--- src/rtl/pipeline_hazard_ctrl_pkg.sv ---
`default_nettype none
// +--------------------------------------------------------------------+
// | pipeline_hazard_ctrl_pkg : shared hazard-controller types/constants |
// | Revision 1.0                                                        |
// +--------------------------------------------------------------------+
package pipeline_hazard_ctrl_pkg;

   typedef enum logic [0:0] {
      IDLE    = 1'b0,
      MD_BUSY = 1'b1
   } hz_state_e;

   localparam int MULDIV_CYCLES_DEF = 4;
   localparam int STALL_CNT_W       = 16;
   localparam int MD_CNT_W          = 4;

endpackage
`default_nettype wire

--- src/rtl/pipeline_hazard_ctrl_sat_counter.sv ---
`default_nettype none
// +--------------------------------------------------------------------+
// | sat_counter : saturating up-counter with synchronous clear         |
// | Revision 1.0                                                        |
// +--------------------------------------------------------------------+
module sat_counter #(
   parameter int WIDTH = 16
) (
   input  logic             clk,
   input  logic             rst_n,
   input  logic             clr,
   input  logic             en,
   output logic [WIDTH-1:0] count
);

   logic [WIDTH-1:0] count_q;
   logic [WIDTH-1:0] count_d;

   // Clear beats increment; the all-ones value is sticky until cleared.
   always_comb begin
      count_d = count_q;
      if (clr) begin
         count_d = '0;
      end else if (en && (count_q != {WIDTH{1'b1}})) begin
         count_d = count_q + 1'b1;
      end
   end

   always_ff @(posedge clk or negedge rst_n) begin
      if (!rst_n) begin
         count_q <= '0;
      end else begin
         count_q <= count_d;
      end
   end

   assign count = count_q;

endmodule
`default_nettype wire

--- src/rtl/pipeline_hazard_ctrl.sv ---
`default_nettype none
// +--------------------------------------------------------------------+
// | pipeline_hazard_ctrl : stall/flush generation for 5-stage pipeline |
// | Revision 1.0                                                        |
// +--------------------------------------------------------------------+
module pipeline_hazard_ctrl
   import pipeline_hazard_ctrl_pkg::*;
#(
   parameter int REG_W         = 4,
   parameter int MULDIV_CYCLES = MULDIV_CYCLES_DEF
) (
   input  logic                   clk,
   input  logic                   rst_n,
   input  logic [REG_W-1:0]       id_rs1,
   input  logic [REG_W-1:0]       id_rs2,
   input  logic                   id_use_rs1,
   input  logic                   id_use_rs2,
   input  logic [REG_W-1:0]       ex_rd,
   input  logic                   ex_is_load,
   input  logic                   ex_muldiv,
   input  logic                   ex_branch_taken,
   input  logic                   mem_busy,
   input  logic                   flush_req,
   input  logic                   clr_stats,
   output logic                   pc_dis,
   output logic                   ifid_dis,
   output logic                   idex_dis,
   output logic                   exmem_dis,
   output logic                   memwb_dis,
   output logic                   ifid_flush,
   output logic                   idex_flush,
   output logic                   exmem_flush,
   output logic                   md_done,
   output logic [STALL_CNT_W-1:0] stall_count
);

   // cnt holds the remaining stall cycles after the first one taken in IDLE.
   localparam bit                  MD_MULTI = (MULDIV_CYCLES > 1);
   localparam logic [MD_CNT_W-1:0] MD_INIT  =
      MD_CNT_W'((MULDIV_CYCLES > 1) ? (MULDIV_CYCLES - 2) : 0);

   hz_state_e           state_q, state_d;
   logic [MD_CNT_W-1:0] cnt_q, cnt_d;
   logic                load_use;

   assign load_use = ex_is_load &&
                     ((id_use_rs1 && (id_rs1 == ex_rd)) ||
                      (id_use_rs2 && (id_rs2 == ex_rd)));

   always_comb begin
      state_d     = state_q;
      cnt_d       = cnt_q;
      pc_dis      = 1'b0;
      ifid_dis    = 1'b0;
      idex_dis    = 1'b0;
      exmem_dis   = 1'b0;
      memwb_dis   = 1'b0;
      ifid_flush  = 1'b0;
      idex_flush  = 1'b0;
      exmem_flush = 1'b0;
      md_done     = 1'b0;

      if (!rst_n) begin
         // Keep every buffer clearing for as long as reset is held.
         ifid_flush  = 1'b1;
         idex_flush  = 1'b1;
         exmem_flush = 1'b1;
      end else if (flush_req) begin
         ifid_flush  = 1'b1;
         idex_flush  = 1'b1;
         exmem_flush = 1'b1;
         state_d     = IDLE;
         cnt_d       = '0;
      end else if (mem_busy) begin
         pc_dis    = 1'b1;
         ifid_dis  = 1'b1;
         idex_dis  = 1'b1;
         exmem_dis = 1'b1;
         memwb_dis = 1'b1;
      end else if (state_q == MD_BUSY) begin
         if (cnt_q != '0) begin
            pc_dis      = 1'b1;
            ifid_dis    = 1'b1;
            idex_dis    = 1'b1;
            exmem_flush = 1'b1;
            cnt_d       = cnt_q - 1'b1;
         end else begin
            md_done = 1'b1;
            state_d = IDLE;
         end
      end else if (ex_muldiv) begin
         if (MD_MULTI) begin
            pc_dis      = 1'b1;
            ifid_dis    = 1'b1;
            idex_dis    = 1'b1;
            exmem_flush = 1'b1;
            cnt_d       = MD_INIT;
            state_d     = MD_BUSY;
         end else begin
            md_done = 1'b1;
         end
      end else if (ex_branch_taken) begin
         ifid_flush = 1'b1;
         idex_flush = 1'b1;
      end else if (load_use) begin
         pc_dis     = 1'b1;
         ifid_dis   = 1'b1;
         idex_flush = 1'b1;
      end
   end

   always_ff @(posedge clk or negedge rst_n) begin
      if (!rst_n) begin
         state_q <= IDLE;
         cnt_q   <= '0;
      end else begin
         state_q <= state_d;
         cnt_q   <= cnt_d;
      end
   end

   sat_counter #(
      .WIDTH (STALL_CNT_W)
   ) u_stall_cnt (
      .clk   (clk),
      .rst_n (rst_n),
      .clr   (clr_stats),
      .en    (pc_dis),
      .count (stall_count)
   );

endmodule
`default_nettype wire
--- config.mk ---
export PLATFORM = sky130hd
export DESIGN_NAME = pipeline_hazard_ctrl
export DESIGN_NICKNAME = d
export VERILOG_FILES = /design/src/rtl/pipeline_hazard_ctrl_pkg.sv /design/src/rtl/pipeline_hazard_ctrl_sat_counter.sv /design/src/rtl/pipeline_hazard_ctrl.sv
export SDC_FILE = /design/constraint.sdc
export NUM_CORES = 1
export LEC_CHECK = 0
export CAP_MARGIN = 20
export CORE_MARGIN = 2
export CORE_UTILIZATION = 35
export DETAILED_ROUTE_END_ITERATION = 8
export GPL_TIMING_DRIVEN = 0
export PLACE_DENSITY = 0.71
export SLEW_MARGIN = 10
export SYNTH_ARGS = -nofsm -noshare
export SYNTH_HDL_FRONTEND = slang
export SYNTH_HIERARCHICAL = 1
export SYNTH_SLANG_ARGS = --single-unit
--- constraint.sdc ---
create_clock -name clk -period 2.5 [get_ports clk]
set_clock_uncertainty 0.05 [all_clocks]
set_input_delay 0.625 -clock clk [delete_from_list [all_inputs] [get_ports clk]]
set_output_delay 0.625 -clock clk [all_outputs]
set_load 0.02 [all_outputs]
Word level (Yosys, flattened, before mapping)
Index checks and enable logic that the tools add are counted.

Reductions and logical operators: 10. Divide/modulo/power cells: 0. Multiplexer cells: 45. Eq/ne operators: 5. Multipliers: 0. $add $sub $neg: 2. Bitwise logic cells: 0. Shifts and indexed selects: 0. Order comparisons: 0.

Operators by type and width (count): $mux W1 (38); $mux W16 (2); $mux W4 (5); $add A16 B1 Y16 const B (1); $ne A16 B16 Y1 const B (1); $eq A4 B4 Y1 (2); $logic_and A1 B1 Y1 (4); $reduce_and A4 Y1 (1); $reduce_bool A4 Y1 (1); $sub A4 B1 Y4 const B (1); $ne A3 B2 Y1 const B (1); $reduce_bool A3 Y1 (1); $ne A2 B1 Y1 const B (1); $reduce_and A2 Y1 (1); $reduce_bool A2 Y1 (1); $logic_or A1 B1 Y1 (1).

ROM bits: 0. Logic and storage cells: 65. Bits in writable memories: 0. Latch bits: 0. Memories: 0. Flip-flop bits (word level): 21.

Longest topological paths before layout
Gate-level depths: netlist (run 1).

Word-level depth: 14. Gate-level depth with buffers: 11. Gate-level depth less buffers: 10.

Modules after synthesis
Netlist (run 1), hierarchy kept.

By module, submodules not included: sat_counter (cells each 94, area each 930.9 µm², seq. area each 400.4 µm², times used 1); pipeline_hazard_ctrl (cells each 61, area each 514.2 µm², seq. area each 125.1 µm², times used 1).

Least setup slack after synthesis (run 1)
No wires, ideal clock.

Path kind: input to register. Start point: input flush_req. End point: register u_stall_cnt.count_q[13], in the netlist u_stall_cnt/count[13]. Required time: 2.372 ns. Slack: -0.472 ns. Arrival: 2.844 ns. Stages on the path: 8. Library setup time: 0.078 ns. Path through: nand2b_1 or3_2 o22ai_1 buf_4 and4_2 nand4b_1 or4_1 a21oi_1.

Cells in the longest elaborated chain, start to end: 4.

RTL lines: from (decl) (line pipeline_hazard_ctrl.sv:23) `input logic flush_req,`; $mux W1 (2 in series); named net ifid_dis (line pipeline_hazard_ctrl.sv:26) `output logic ifid_dis,`; $logic_and A1 B1 Y1 (line pipeline_hazard_ctrl_sat_counter.sv:24) `end else if (en && (count_q != {WIDTH{1'b1}})) begin`; $reduce_bool A2 Y1 (no line); to (signal assigned) (line pipeline_hazard_ctrl_sat_counter.sv:33) `count_q <= count_d;`; to (decl) (line pipeline_hazard_ctrl_sat_counter.sv:16) `logic [WIDTH-1:0] count_q;`.

The timed path passes the listed nets, and every way through them passes these cells. A chain may end at the register's enable or synchronous reset.

Worst setup path after layout (run 1)
Start point: register cnt_q[0]. End point: output pc_dis.

Cells in the longest elaborated chain, start to end: 6.

RTL lines: from (decl) (line pipeline_hazard_ctrl.sv:43) `logic [MD_CNT_W-1:0] cnt_q, cnt_d;`; from (signal assigned) (line pipeline_hazard_ctrl.sv:118) `cnt_q <= cnt_d;`; $reduce_bool A4 Y1 (line pipeline_hazard_ctrl.sv:81) `if (cnt_q != '0) begin`; $mux W1 (line pipeline_hazard_ctrl.sv:81); $mux W1 (line pipeline_hazard_ctrl.sv:80) `end else if (state_q == MD_BUSY) begin`; $mux W1 (line pipeline_hazard_ctrl.sv:74) `end else if (mem_busy) begin`; $mux W1 (line pipeline_hazard_ctrl.sv:68) `end else if (flush_req) begin`; $mux W1 (line pipeline_hazard_ctrl.sv:63) `if (!rst_n) begin`; to (decl) (line pipeline_hazard_ctrl.sv:25) `output logic pc_dis,`.

Every way passes these cells.

==> summary.txt, run 1 <==
Placed design
  – Post-place setup slack: -1.27 ns
  – Final HPWL from detailed placement: 2580 um
  – Gpl congestion: 0.775
  – Dpl cell area: 0.00200 sq mm
  – Port bufs: 45

Pwr
  – Switching pwr: 0.000232 W
  – Clk network pwr share: 26.5%
  – P_int: 0.000599 W
  – Worst VDD drop: 175 uV
  – PwrDens: 366 mW/mm^2
  – Sw frac: 28.0%
  – Gate power share: 29.1%
  – Leakage power total: 0.970 nW
  – Sequential power share: 44.4%
  – Final Power: 0.000832 W

Worst setup path
  – CP startpoint: cnt_q[0]
  – Reg2reg end: u_stall_cnt/count[11]
  – R2R cell count: 12
  – RR Startpoint: cnt_q[0]
  – Nature of the critical path endpoint: primary output
  – Required @ worst endpoint: 1.82 ns
  – Worst Setup Path Type: reg2out
  – Max Fanout on Critical Path: 4
  – Worst setup SP type: register
  – Reg2reg setup slack: 0.07 ns
  – Worst setup endpoint: pc_dis
  – Crit path DAT: 1.82 ns

Global route
  – Met2 GRT Util: 27.5%
  – Largest net degree at the start of global routing: 14
  – GRT Total Usage: 15.8%
  – Total grt overflow: 0
  – First-pass GRT wire length: 5710 um
  – Vias in the first global route: 1,297
  – Met1 Use GR: 20.4%
  – GR Layer Usage met3: 2.96%
  – Most used routing layer: met2
  – Initial antenna violation count: 0

Clocking
  – Max H-tree Level: 1
  – Clk root buf: clkbuf_8
  – Clock Path Buffers: 2
  – Total CTS buffers: 3
  – CTS tree: done
  – Total clock sinks: 21
  – Worst-Skew Late Latency: 0.25 ns
  – Clock-pin slew on the worst setup and hold paths: 0.08 ns

Yosys
  – EDFF count, synth: 0
  – Adder-cell share of the synthesized area: 2.60%
  – Post-synthesis compound-gate area fraction: 16.6%
  – Simple-Gate Fraction of Synth Area: 32.5%
  – Seq cells post-synth: 21
  – Synth warn: 6
  – Mapped cell area: 0.00145 sq mm
  – Post-synth top area share: 36.4%
  – Share of flip-flops with an asynchronous set or reset: 100%
  – Cells after synthesis: 155
  – Synth Net Count: 180
  – Largest family of logic cells by synthesized area: simple AND/OR/NAND/NOR gates
  – Synth area leaders: dfrtp_1, xnor2_1, a21oi_1, or3_1, nand4_4
  – Area leader, netlist: dfrtp_1
  – Distinct cell type count after synthesis: 51
  – Multiplexer share of the synthesized area: 2.51%
  – Synth Area per Inst: 9.32 sq um
  – Post-synth top flop: dfrtp_1
  – Post-synthesis xor/xnor area fraction: 6.06%
  – Sequential area share after synthesis: 36.4%

Floorplan
  – Core Footprint: 0.00400 sq mm
  – Starting Density: 36.1%
  – IO Count: 47
  – Die area: 0.00466 sq mm
  – Die Span Y: 68.3 um
  – Cell Rows: 23
  – Die Wd: 68.3 um

Cells and area
  – Area Overhead vs Synth: 57.2%
  – Util after Layout: 56.8%
  – # diodes: 0
  – Fraction of layout cells with a size suffix above 1: 33.8%
  – Nets: 251
  – Final Instance Area: 0.00227 sq mm
  – Most frequent cells in the layout: buf_4, dfrtp_1, clkdlybuf4s50_1, a21oi_1

Drt
  – Vias: 1,441
  – Antenna viol nets, final: 0
  – DR vias/cell: 5.24
  – Residual DRC: 0
  – DR WL/cell: 13.3 um
  – Final wirelength: 3670 um
  – TritonRoute pass-1 iters: 4
  – DRT iter0 DRCs: 28

STA
  – Setup ws final: 0.00804 ns
  – Fin crit period: 2.49 ns
  – RSZ-0062 raised after global routing: true
  – Period utilization: 99.7%
  – Final setup vio count: 0
  – Max Slew Vio Count: 0
  – Endpoints failing hold: 0
  – Rel. slew slack: 66.8%
  – F_max: 401 MHz
  – Worst slew pin tran: 0.495 ns

Hold path
  – Worst hold path type: in2async

Run status
  – Status: complete, no violations

Job
  – Max cap viols: 0
==> per-stage QoR <==
| stage | std cells | hold WS (ns) | setup TNS [ns] |
|---|---|---|---|
| floorplan | 155 | 0.279 | -0.000884 |
| global placement | 250 | 0.430 | -30.28 |
| detailed placement | 251 | 0.440 | -22.79 |
| CTS | 267 | 0.101 | -0.0206 |
| global route | 275 | 0.244 | -0.148 |
| finish | 275 | 0.242 | 0 |
==> layout make-up <==
cell class / instances / area (sq um)
Multi-Input combinational cell: 124 / 997
Timing Repair Buffer: 66 / 588
Fill cell: 365 / 1730
Clock buffer: 4 / 45.0
Sequential cell: 21 / 527
Buffer: 5 / 33.8
Inverter: 5 / 18.8
Tap cell: 50 / 62.6
==> worst min-delay path by stage <==
stage	startpoint	end	slack [ns]	depth (start not counted)
final	rst_n	u_stall_cnt/count[12]	0.24	2
after floorplan	rst_n	cnt_q[0]	0.28	0
after detailed placement	cnt_q[0]	cnt_q[0]	0.44	1
after global routing	rst_n	u_stall_cnt/count[12]	0.24	2
after global placement	cnt_q[1]	cnt_q[1]	0.43	1
after CTS	rst_n	u_stall_cnt/count[12]	0.10	1
==> power by group through the flow <==
stage / clock network, W / registers (W) / logic (W)
5_1_grt: 0.000240 / 0.000372 / 0.000263
3_5_place_dp: 0 / 0.000373 / 0.000194
6_report: 0.000220 / 0.000369 / 0.000242
2_1_floorplan: 0 / 0.000371 / 0.000108
3_3_place_gp: 0 / 0.000372 / 0.000190
4_1_cts: 0.000231 / 0.000368 / 0.000203
==> worst max-delay path, cell delays in order, from the launching register on <==
cell and delay [ns]:
dfrtp_1 0.42, inv_2 0.09, ha_4 0.12, nand4bb_1 0.13, and2_4 0.20, nor2_4 0.13, o22ai_4 0.09, buf_4 0.13
buf_4 0.12, buf_6 0.12
==> synth_stat cells, types with 2 or more instances <==
library cell / n
or4_1: 2
o22ai_1: 2
nor4b_1: 2
nand4_4: 2
nand4_1: 3
a211oi_1: 2
and2_1: 3
dfrtp_1: 21
and3_1: 2
a21oi_1: 10
nor3_1: 5
o21ai_0: 8
nor2_1: 8
inv_1: 5
nand4b_1: 2
nand2_1: 7
nand2b_1: 6
nor2b_1: 4
ha_1: 3
or3_1: 7
nand3_1: 7
xnor2_1: 9
o21ai_1: 2
o31ai_1: 3
buf_4: 3
o41ai_1: 2
==> timing repair <==
item                                    CTS  global route
endpoints found under the setup margin   25            10
hold buffers                              0             0
setup buffers                            12             8
gates resized for setup                  87            39
pin swaps                                18            20
==> layer usage <==
layer	routed length [um]	share of wire, %	vias to the layer above
li1	-	-	716
met1	1600	44	693
met2	1840	50	30
met3	208	5.7	2
met4	19	0.52	0
met5	0	0	-
==> kinds of logic (layout without fill, tap and decap cells) <==
group                    Yosys count  in the layout
XOR/XNOR                          10             10
flip-flops                        21             21
AND/OR/NAND/NOR                   71             71
multiplexers                       3              3
AO/OA/AOI/OAI                     37             37
buffers and inverters             10             80
adder cells (fa/ha/maj)            3              3
==> sequential cells by signal, summed over array words and instances, names as in the netlist <==
| register | count |
|---|---|
| state_q | 1 |
| cnt_q | 4 |
| u_stall_cnt/count | 16 |
Power figures use the tool's default switching activity.
==> inputs of run 2 (changes only) <==
--- a/config.mk
+++ b/config.mk
@@ -6,11 +6,14 @@
 export NUM_CORES = 1
 export LEC_CHECK = 0
 export CAP_MARGIN = 20
-export CORE_MARGIN = 2
-export CORE_UTILIZATION = 35
+export CELL_PAD_IN_SITES_DETAIL_PLACEMENT = 0
+export CELL_PAD_IN_SITES_GLOBAL_PLACEMENT = 1
+export CORE_MARGIN = 4
+export CORE_UTILIZATION = 31
 export DETAILED_ROUTE_END_ITERATION = 8
 export GPL_TIMING_DRIVEN = 0
-export PLACE_DENSITY = 0.71
+export MAX_ROUTING_LAYER = met4
+export PLACE_DENSITY = 0.82
 export SLEW_MARGIN = 10
 export SYNTH_ARGS = -nofsm -noshare
 export SYNTH_HDL_FRONTEND = slang
==> run 2 against run 1 <==
Effect of this change: first-iteration DRC count rose by 57%; largest cell class unchanged; final area fell by 2.2%; via count fell by 2.5%; critical path type is now in2reg; count of clock-buffer cells in the layout did not move; hold slack got worse by 0.067 ns; largest power group unchanged; register-to-register slack improved by 0.03 ns.
==> summary.txt, run 2 (same netlist as run 1, synthesis figures left out) <==
Global route
  – GRT Total Usage: 13.2% (was 15.8%)
  – Largest net degree at the start of global routing: 17 (was 14)
  – Total grt overflow: 0 (unchanged)
  – First-pass GRT wire length: 6270 um (was 5710 um)
  – Most used routing layer: met2 (unchanged)
  – Initial antenna violation count: 0 (unchanged)
  – Met2 GRT Util: 19.8% (was 27.5%)
  – GR Layer Usage met3: 2.60% (was 2.96%)
  – Met1 Use GR: 17.3% (was 20.4%)
  – Vias in the first global route: 1,348 (was 1,297)

Cells and area
  – Final cell count without fillers: 272 (was 275)
  – Area Overhead vs Synth: 53.8% (was 57.2%)
  – Fraction of layout cells with a size suffix above 1: 31.4% (was 33.8%)
  – Most common cell after layout, fill and taps aside: dfrtp_1
  – Nets: 246 (was 251)
  – Most frequent cells in the layout: dfrtp_1, buf_4, clkdlybuf4s50_1, a21oi_1 (was buf_4, dfrtp_1, clkdlybuf4s50_1, a21oi_1)
  – Final Instance Area: 0.00222 sq mm (was 0.00227 sq mm)
  – Max reg flops: 16 (unchanged)
  – # diodes: 0 (unchanged)

Worst setup path
  – Required @ worst endpoint: 2.60 ns (was 1.82 ns)
  – Worst Setup Path Type: in2reg (was reg2out)
  – Max Fanout on Critical Path: 4 (unchanged)
  – Crit path DAT: 2.51 ns (was 1.82 ns)
  – Reg2reg setup slack: 0.10 ns (was 0.07 ns)
  – Nature of the critical path endpoint: register (was primary output)
  – Worst setup SP type: primary input (was register)

Drt
  – DR WL/cell: 13.6 um (was 13.3 um)
  – DR vias/cell: 5.17 (was 5.24)
  – Vias: 1,405 (was 1,441)
  – Final wirelength: 3700 um (was 3670 um)
  – Antenna viol nets, final: 0 (unchanged)
  – DRT iter0 DRCs: 44 (was 28)
  – TritonRoute pass-1 iters: 4 (unchanged)
  – Residual DRC: 0 (unchanged)

Clocking
  – CTS tree: done (unchanged)
  – Clock Path Buffers: 2 (unchanged)
  – Total clock sinks: 21 (unchanged)
  – Clock-pin slew on the worst setup and hold paths: 0.08 ns (about the same)
  – Worst-Skew Late Latency: 0.26 ns (was 0.25 ns)
  – Clk root buf: clkbuf_8 (unchanged)
  – Max H-tree Level: 1 (unchanged)
  – Total CTS buffers: 3 (unchanged)

Floorplan
  – Die Span Y: 76.3 um (was 68.3 um)
  – Core Footprint: 0.00444 sq mm (was 0.00400 sq mm)
  – Starting Density: 32.5% (was 36.1%)
  – Die Wd: 76.3 um (was 68.3 um)
  – Cell Rows: 24 (was 23)
  – IO Count: 47 (unchanged)
  – Die area: 0.00582 sq mm (was 0.00466 sq mm)

Pwr
  – Leakage power total: 0.937 nW (was 0.970 nW)
  – Sequential power share: 44.4% (about the same)
  – Switching pwr: 0.000236 W (was 0.000232 W)
  – Worst VDD drop: 170 uV (was 175 uV)
  – Clk network pwr share: 26.9% (was 26.5%)
  – P_int: 0.000597 W (was 0.000599 W)
  – Gate power share: 28.6% (was 29.1%)
  – PwrDens: 375 mW/mm^2 (was 366 mW/mm^2)
  – Sw frac: 28.3% (was 28.0%)

Placed design
  – Dpl cell area: 0.00202 sq mm (was 0.00200 sq mm)
  – Placed Cells incl. Taps: 253 (was 251)
  – Final HPWL from detailed placement: 2720 um (was 2580 um)
  – Gpl congestion: 0.842 (was 0.775)
  – Port bufs: 45 (unchanged)

Hold path
  – Worst hold path type: in2async (unchanged)

STA
  – RSZ-0062 raised after global routing: true (unchanged)
  – Rel. slew slack: 66.9% (was 66.8%)
  – Setup TNS: 0 ns (unchanged)
  – Final setup vio count: 0 (unchanged)
  – F_max: 414 MHz (was 401 MHz)
  – Period utilization: 96.7% (was 99.7%)
  – Endpoints failing hold: 0 (unchanged)
  – Worst slew pin tran: 0.496 ns (was 0.495 ns)
  – Max Slew Vio Count: 0 (unchanged)
  – Fin crit period: 2.42 ns (was 2.49 ns)

Run status
  – Status: complete, no violations (unchanged)

Job
  – Max cap viols: 0 (unchanged)
==> run 2: power groups by stage <==
stage | combinational, W | clock, W | sequential, W
floorplan | 0.000108 | 0 | 0.000371
global placement | 0.000192 | 0 | 0.000373
detailed placement | 0.000198 | 0 | 0.000373
CTS | 0.000200 | 0.000232 | 0.000367
global route | 0.000262 | 0.000248 | 0.000373
finish | 0.000238 | 0.000224 | 0.000370
==> run 2: cell type report <==
class / instances / area [sq um]
flip-flops and latches: 21 / 527
inverters: 5 / 18.8
repair buffers: 61 / 549
fillers: 468 / 2220
well taps: 52 / 65.1
plain buffers: 5 / 33.8
clock buffers: 4 / 45.0
multi-input cells: 124 / 983
==> run 2: what timing repair did <==
action	4_1_cts	5_1_grt
pin swaps	16	21
endpoints found under the setup margin	25	11
hold buffers	0	0
gates resized for setup	84	33
buffers inserted	6	10
==> run 2: worst paths after layout <==
check                               from               endpoint  cells past startpoint
min in group clk                cnt_q[1]               cnt_q[1]                      1
worst min register to register  cnt_q[1]               cnt_q[1]                      1
worst max-delay path            ex_rd[0]  u_stall_cnt/count[11]                     11
worst max register to register  cnt_q[0]  u_stall_cnt/count[11]                     12
worst min-delay path               rst_n               cnt_q[3]                      2
max in group asynchronous          rst_n                state_q                      3
==> run 2: per-stage QoR <==
| stage | worst slack (ns) | hold slack, ns | util [%] | total power (W) |
|---|---|---|---|---|
| 6_report | 0.0822 | 0.174 | 50.0 | 0.000832 |
| 3_5_place_dp | -1.23 | 0.438 | 45.4 | 0.000571 |
| 3_3_place_gp | -1.55 | 0.428 | 44.8 | 0.000565 |
| 4_1_cts | -0.0241 | 0.102 | 47.2 | 0.000799 |
| 5_1_grt | -0.0217 | 0.165 | 50.0 | 0.000882 |
| 2_1_floorplan | -0.000884 | 0.279 | - | 0.000480 |
==> run 2: critical path, cell delays in order <==
cell and delay [ns]:
buf_6 0.10, xnor2_2 0.14, nand3_1 0.10, o22a_1 0.25
o22ai_4 0.18, buf_6 0.13, and4_4 0.22, buf_4 0.13
nand4_1 0.10, nor3_1 0.18, mux2_2 0.36
==> run 2: metal layers <==
metal,wire [um],vias up
met1,1790,669
li1,-,708
met3,121,2
met2,1740,26
met5,0,-
met4,41,0
==> inputs of run 3 (changes only) <==
--- a/config.mk
+++ b/config.mk
@@ -8,9 +8,9 @@
 export CAP_MARGIN = 20
 export CELL_PAD_IN_SITES_DETAIL_PLACEMENT = 0
 export CELL_PAD_IN_SITES_GLOBAL_PLACEMENT = 1
-export CORE_MARGIN = 4
 export CORE_UTILIZATION = 31
 export DETAILED_ROUTE_END_ITERATION = 8
+export GPL_ROUTABILITY_DRIVEN = 0
 export GPL_TIMING_DRIVEN = 0
 export MAX_ROUTING_LAYER = met4
 export PLACE_DENSITY = 0.82
==> run 3 against run 2 <==
Effect of this change: worst setup slack got worse by 0.0017 ns; hold slack improved by 0.057 ns; global-route usage rose by 2.3 points; register-to-register slack barely moved; critical endpoint is now u_stall_cnt/count[14]; non-clock buffer count rose by 2.
==> summary.txt, run 3 (same netlist as run 1, synthesis figures left out) <==
Run status
  – Status: complete, no violations (unchanged)

Global route
  – First-pass GRT wire length: 6090 um (was 6270 um)
  – Vias in the first global route: 1,289 (was 1,348)
  – Largest net degree at the start of global routing: 13 (was 17)
  – Initial antenna violation count: 0 (unchanged)
  – Total grt overflow: 0 (unchanged)
  – GRT Total Usage: 15.5% (was 13.2%)

Cells and area
  – Max reg flops: 16 (unchanged)
  – # diodes: 0 (unchanged)
  – Nets: 248 (was 246)
  – Most frequent cells in the layout: buf_4, dfrtp_1, clkdlybuf4s50_1, a21oi_1, buf_6 (was dfrtp_1, buf_4, clkdlybuf4s50_1, a21oi_1)
  – Area Overhead vs Synth: 55.2% (was 53.8%)
  – Fraction of layout cells with a size suffix above 1: 32.0% (was 31.4%)
  – Final Instance Area: 0.00224 sq mm (was 0.00222 sq mm)

Drt
  – TritonRoute pass-1 iters: 4 (unchanged)
  – Vias: 1,437 (was 1,405)
  – Final wirelength: 3740 um (was 3700 um)
  – DRT iter0 DRCs: 50 (was 44)
  – Residual DRC: 0 (unchanged)
  – Antenna viol nets, final: 0 (unchanged)
  – DR WL/cell: 13.6 um (about the same)
  – DR vias/cell: 5.24 (was 5.17)

STA
  – Period utilization: 96.8% (was 96.7%)
  – Setup ws final: 0.0805 ns (was 0.0822 ns)
  – Fin crit period: 2.42 ns (about the same)
  – Setup TNS: 0 ns (unchanged)
  – Max Slew Vio Count: 0 (unchanged)
  – Endpoints failing hold: 0 (unchanged)
  – Final setup vio count: 0 (unchanged)
  – Rel. slew slack: 67.1% (was 66.9%)
  – Worst slew pin tran: 0.493 ns (was 0.496 ns)
  – F_max: 413 MHz (was 414 MHz)
  – Fin Hold WS: 0.232 ns (was 0.174 ns)

Clocking
  – Total CTS buffers: 3 (unchanged)
  – Worst-Skew Late Latency: 0.26 ns (about the same)
  – CTS tree: done (unchanged)
  – Clock-pin slew on the worst setup and hold paths: 0.08 ns (about the same)
  – Clk root buf: clkbuf_8 (unchanged)
  – Clock Path Buffers: 2 (unchanged)
  – Max H-tree Level: 1 (unchanged)
  – Total clock sinks: 21 (unchanged)

Floorplan
  – Core Footprint: 0.00441 sq mm (was 0.00444 sq mm)
  – Cell Rows: 24 (unchanged)
  – Die Span Y: 70.3 um (was 76.3 um)
  – Die Wd: 70.3 um (was 76.3 um)
  – Die area: 0.00494 sq mm (was 0.00582 sq mm)
  – Starting Density: 32.7% (was 32.5%)
  – IO Count: 47 (unchanged)

Worst setup path
  – Reg2reg end: u_stall_cnt/count[14] (was u_stall_cnt/count[11])
  – Reg2reg setup slack: 0.10 ns (about the same)
  – Max Fanout on Critical Path: 3 (was 4)
  – Worst setup SP type: primary input (unchanged)
  – Crit path DAT: 2.56 ns (was 2.51 ns)
  – Nature of the critical path endpoint: register (unchanged)
  – R2R cell count: 12 (unchanged)
  – RR Startpoint: cnt_q[0] (unchanged)
  – Worst Setup Path Type: in2reg (unchanged)
  – Required @ worst endpoint: 2.64 ns (was 2.60 ns)

Job
  – Max cap viols: 0 (unchanged)

Pwr
  – Worst VDD drop: 147 uV (was 170 uV)
  – Leakage power total: 0.957 nW (was 0.937 nW)
  – PwrDens: 372 mW/mm^2 (was 375 mW/mm^2)

Placed design
  – Post-place setup slack: -1.29 ns (was -1.23 ns)
  – Final HPWL from detailed placement: 2560 um (was 2720 um)
  – Dpl cell area: 0.00202 sq mm (unchanged)
  – Port bufs: 45 (unchanged)

Hold path
  – Worst hold path type: in2async (unchanged)
run 3: cell types whose count changed in the layout (fill, tap and decap cells not counted), sizes merged:
| cell | change |
|---|---|
| buf | +1 |
| clkbuf | +1 |
run 3: stage by stage:
step / power, W / util (%) / cells
2_1_floorplan: 0.000480 / - / 155
3_3_place_gp: 0.000565 / 45.1 / 252
3_5_place_dp: 0.000570 / 45.7 / 253
4_1_cts: 0.000804 / 48.4 / 267
5_1_grt: 0.000882 / 50.8 / 274
6_report: 0.000834 / 50.8 / 274
run 3: final cells by class:
type | count | area, sq um
fill | 438 | 2170
multi-input combinational | 124 | 977
timing repair buffer | 63 | 576
sequential | 21 | 527
tap | 52 | 65.1
clock buffer | 4 | 45.0
buffer | 5 | 33.8
inverter | 5 | 18.8
run 3: worst max path at each step:
| stage | to | slack [ns] | from | cells after the start |
|---|---|---|---|---|
| 2_1_floorplan | u_stall_cnt/count[13] | -0.0009 | flush_req | 8 |
| 3_3_place_gp | pc_dis | -1.57 | rst_n | 6 |
| 3_5_place_dp | pc_dis | -1.29 | rst_n | 7 |
| 4_1_cts | pc_dis | -0.02 | ex_muldiv | 7 |
| 5_1_grt | u_stall_cnt/count[14] | -0.02 | ex_rd[2] | 11 |
| 6_report | u_stall_cnt/count[14] | 0.08 | ex_rd[0] | 11 |
run 3: power by group:
| part | internal (W) | total (W) | switching, W |
|---|---|---|---|
| combinational | 0.000132 | 0.000240 | 0.000108 |
| sequential | 0.000352 | 0.000368 | 0.0000165 |
| clock | 0.000114 | 0.000226 | 0.000112 |
| total | 0.000597 | 0.000834 | 0.000237 |
run 3: timing repair:
| item | CTS | global route |
|---|---|---|
| setup endpoints to repair | 25 | 12 |
| pin swaps | 17 | 20 |
| buffers inserted | 10 | 7 |
| gates resized for setup | 77 | 42 |
| endpoints found under the hold margin | 0 | 0 |
| hold buffers | 0 | 0 |
run 3: layer usage:
layer	track usage, %	wire [um]	vias to the layer above
met2	23.3	1760	37
met4	4.67	38	0
met5	-	0	-
met3	2.31	188	4
met1	21.5	1750	681
li1	-	-	715
run 3: worst max-delay path, cell delays in order:
cell	delay, ns
buf_6	0.10
xnor2_2	0.14
nand3_1	0.10
o22a_1	0.26
o22ai_4	0.19
buf_6	0.13
and4_4	0.24
buf_6	0.10
nand4b_1	0.16
or3_1	0.39
a21oi_1	0.13
